<file path="config.mk">
export PLATFORM = sky130hd
export DESIGN_NAME = cla_bist_resp_pipe
export DESIGN_NICKNAME = d
export VERILOG_FILES = /design/src/rtl/cla_bist_resp_pipe.sv
export SDC_FILE = /design/constraint.sdc
export NUM_CORES = 1
export LEC_CHECK = 0
export ABC_CLOCK_PERIOD_IN_PS = 800
export BUFFER_PORTS_ARGS = -buffer_cell sky130_fd_sc_hd__buf_2
export CAP_MARGIN = 15
export CORE_AREA = 2 2 39 41
export DETAILED_ROUTE_END_ITERATION = 6
export DIE_AREA = 0 0 41 43
export SLEW_MARGIN = 10
export SYNTH_ARGS = -nofsm -noshare
export SYNTH_HDL_FRONTEND = slang
export SYNTH_SLANG_ARGS = --single-unit
export TNS_END_PERCENT = 30
</file>
<file path="constraint.sdc">
create_clock -name clk -period 0.8 [get_ports clk]
set_input_delay 0.08 -clock clk [delete_from_list [all_inputs] [get_ports clk]]
set_output_delay 0.08 -clock clk [all_outputs]
set_load 0.005 [all_outputs]
</file>
<file path="src/rtl/cla_bist_resp_pipe.sv">
`default_nettype none
// +----------------------------------------------------------------------------+
// | Module      : cla_bist_resp_pipe                                           |
// | Description : Valid-tagged delay line of DEPTH stages carrying             |
// |               {vector, expected} alongside the adder response latency.     |
// |   clk       in   clock                                                     |
// |   rst_n     in   asynchronous active-low reset, clears all valid tags      |
// |   flush     in   drop every in-flight entry (stage 0 still loads in_*)     |
// |   in_valid  in   tag for the entry entering stage 0                        |
// |   in_data   in   entry entering stage 0                                    |
// |   out_valid out  tag of the last stage                                     |
// |   out_data  out  entry in the last stage                                   |
// | Revision    : 1.0 - initial release                                        |
// +----------------------------------------------------------------------------+
module cla_bist_resp_pipe #(
   parameter int DEPTH  = 1,
   parameter int DATA_W = 14
) (
   input  logic              clk,
   input  logic              rst_n,
   input  logic              flush,
   input  logic              in_valid,
   input  logic [DATA_W-1:0] in_data,
   output logic              out_valid,
   output logic [DATA_W-1:0] out_data
);

   logic [DEPTH-1:0]             valid_q;
   logic [DEPTH-1:0]             valid_d;
   logic [DEPTH-1:0][DATA_W-1:0] data_q;
   logic [DEPTH-1:0][DATA_W-1:0] data_d;

   always_comb begin
      valid_d[0] = in_valid;
      data_d[0]  = in_data;
      for (int i = 1; i < DEPTH; i++) begin
         valid_d[i] = valid_q[i-1] & ~flush;
         data_d[i]  = data_q[i-1];
      end
   end

   always_ff @(posedge clk or negedge rst_n) begin
      if (!rst_n) begin
         valid_q <= '0;
         data_q  <= '0;
      end else begin
         valid_q <= valid_d;
         data_q  <= data_d;
      end
   end

   assign out_valid = valid_q[DEPTH-1];
   assign out_data  = data_q[DEPTH-1];

endmodule : cla_bist_resp_pipe
`default_nettype wire

</file>
# == Word level (Yosys, flattened, before mapping) ==
# Cells that the tools add are included.
# word_totals
regBits,15
latch_bits,0
mem_bits_rw,0
rom_bits,0
input_bits,18
elab_cells,2
mem_count,0
# op_classes
addsub,0
mul,0
div_mod_pow,0
magnitude_cmp,0
n_eq_ne,0
n_shift,0
muxes,0
bitwise,0
reduce_logical,0

# == Logic depth before layout (Yosys ltp) ==
# depth
word_depth,0
depth_mapped,0
mapped_depth_nobuf,0

# == Least setup slack after synthesis ==
# OpenSTA, ideal clock, no wires.
# synth_path
kind,reg2out
start,reg data_q (netlist bit out_data[0])
end,out out_data[0]
arrival_ps,349
required_time_ps,720
path_slack_ps,371
path_stages_with_launch,1
n_path_buf,0
cell_sequence,dfrtp_1
# synth_lines
element,line_no,rtl
"start, declared",30,logic [DEPTH-1:0][DATA_W-1:0] data_q;
"start signal, assigned",48,data_q <= data_d;
"end, declared",25,output logic [DATA_W-1:0] out_data
# No word-level cell between the ends.

# == Worst setup path after layout ==
# layout_path
start,reg data_q (netlist bit out_data[0])
end,out out_data[0]
# No word-level cell between the ends.

==> results.json <==
{
  "path_delay_family": "flip-flops",
  "synth-seq-cells": 15,
  "wl_per_cell_um": 10.3,
  "rsz0062_at_grt": "true",
  "worst_setup_path_end_kind": "output port",
  "dr_wl_met2_um": 421,
  "multiInputGateArea_um2": 0,
  "die_h_um": 43,
  "die_area_um2": 1760,
  "postSynthCellCount": 15,
  "power.total_uw": 1360,
  "max_freq_mhz": 1190,
  "drive_gt1_share_pct": 51.5,
  "timing.max_cap.violations": 0,
  "htreeDepth": 1,
  "grt_pass1_vias": 361,
  "crit_path_max_fanout": 1,
  "drtIter0Drc": 0,
  "hold_class": "in -> async",
  "ys_types": 1,
  "layout_setup_ws_ns": -0.0427,
  "cts_tree": "done",
  "clk_path_buf_depth": 2,
  "cts_buffers": 3,
  "drc": 0,
  "top_layer_used": "met4",
  "path_clk_slew_ns": 0.08,
  "cp-start-kind": "register",
  "setup_violations": 15,
  "cp.required_ns": 0.72,
  "slowest_delay_ns": 0.37,
  "p_leak_uw": 0.000379,
  "synth_area_um2": 375,
  "hold_viol_final": 0,
  "fin_crit_sh_pct": 105,
  "core_um2": 1380,
  "cp_slowest_cell": "dfrtp_1",
  "grt_usage_pct": 10.4,
  "synth_area_leader_cell": "dfrtp_1",
  "p_per_area_nw_per_um2": 1850,
  "initial_core_util_pct": 27.1,
  "status": "finished with violations",
  "die-width_um": 41,
  "final_common_cell": "buf_2",
  "antennaDiodeCount": 0,
  "wl_um": 842,
  "multi_input_gates": 0,
  "netlist.area_leader.share_pct": 100,
  "avgSynthCellArea_um2": 25.0,
  "gp_routability_congestion": 0.587,
  "viasPerCell": 3.88,
  "vias": 318,
  "n_fill_cell": 122,
  "synthTopCellsByArea": "dfrtp_1",
  "ant_nets": 0,
  "grt_pass1_wl_mm": 1.21,
  "synth_fp_nets": 33,
  "place_ws_ns": 0.251,
  "violations": "setup timing",
  "cp_cell_sequence": "buf_2",
  "ir_drop_mv": 1.02,
  "routed-wl-met3_um": 105,
  "slew_viol_final": 0,
  "wl_met1_um": 311,
  "cts_resized": 0,
  "port_buffers": 31,
  "hold_slack_ns": 0.218,
  "seq_area_frac_synth_pct": 100,
  "antenna_found_initial": 0,
  "cts-root-buf": "clkbuf_4",
  "grt_max_degree": 16,
  "cp_data_arrival_time_ns": 0.76,
  "first_pass_iters": 1,
  "pin_count": 33,
  "area_delta_synth_final_pct": 96.3,
  "nets": 85,
  "critPathBufInv": 1,
  "clock_sinks": 15,
  "rows": 14,
  "final_cell_mix": "buf_2, dlygate4sd3_1, dfrtp_1",
  "grt_remaining_overflow": 0,
  "relSlewSlack_pct": 79.0,
  "yosys_warnings": 0,
  "hpwl_um": 559,
  "worstSetupPathType": "reg -> out",
  "cts_setup_buffers": 0,
  "min_period_ns": 0.843,
  "postLayoutCoreUtil_pct": 53.3,
  "tightestPinTransition_ns": 0.315
}
==> cells in the mapped netlist <==
master	instances
dfrtp_1	15
==> layout make-up <==
cell class	count	area (um^2)	share of cell area (%)
Clock buffer	4	26.3	3.57
Sequential cell	15	375	50.9
Tap cell	16	20.0	2.72
Timing Repair Buffer	47	315	42.8
==> repair_timing <==
item,in CTS,in global routing
setup endpoints to repair,15,15
endpoints found under the hold margin,30,0
hold buffers,16,0
==> per-layer routing <==
| metal | up-vias | track usage, % |
|---|---|---|
| met5 | - | 0 |
| li1 | 147 | - |
| met1 | 146 | 8.87 |
| met3 | 2 | 4.19 |
| met2 | 23 | 17.5 |
| met4 | 0 | 8.00 |
==> sequential cells by signal, summed over array words and instances (netlist names) <==
register,flops
out_data,14
out_valid,1
==> power breakdown <==
part	internal [uW]	total (uW)	switching, uW
combinational	103	153	50.3
sequential	795	804	8.47
clock	193	407	215
total	1090	1360	273
==> final timing paths <==
| path | endpoint | startpoint | slack [ns] | cells after the start |
|---|---|---|---|---|
| max | out_data[0] | out_data[0]$_DFF_PN0_ | -0.04 | 1 |
| min | out_data[8]$_DFF_PN0_ | rst_n | 0.22 | 2 |
| max in group asynchronous | out_data[12]$_DFF_PN0_ | rst_n | 0.34 | 2 |
| min in group clk | out_data[9]$_DFF_PN0_ | in_data[9] | 0.44 | 2 |
==> logic make-up (layout without fill, tap and decap cells) <==
group,after synthesis,after routing,share of synthesized area [%]
buffers and inverters,0,51,0
DFF,15,15,100
==> stage by stage <==
stage / area (um^2) / setup TNS (ns) / instances
3_5_place_dp: 551 / 0 / 62
6_report: 737 / -0.507 / 82
2_1_floorplan: 375 / 0 / 15
4_1_cts: 737 / -0.787 / 82
5_1_grt: 737 / -1.07 / 82
3_3_place_gp: 551 / 0 / 62
(Power assumes the default switching activity.)
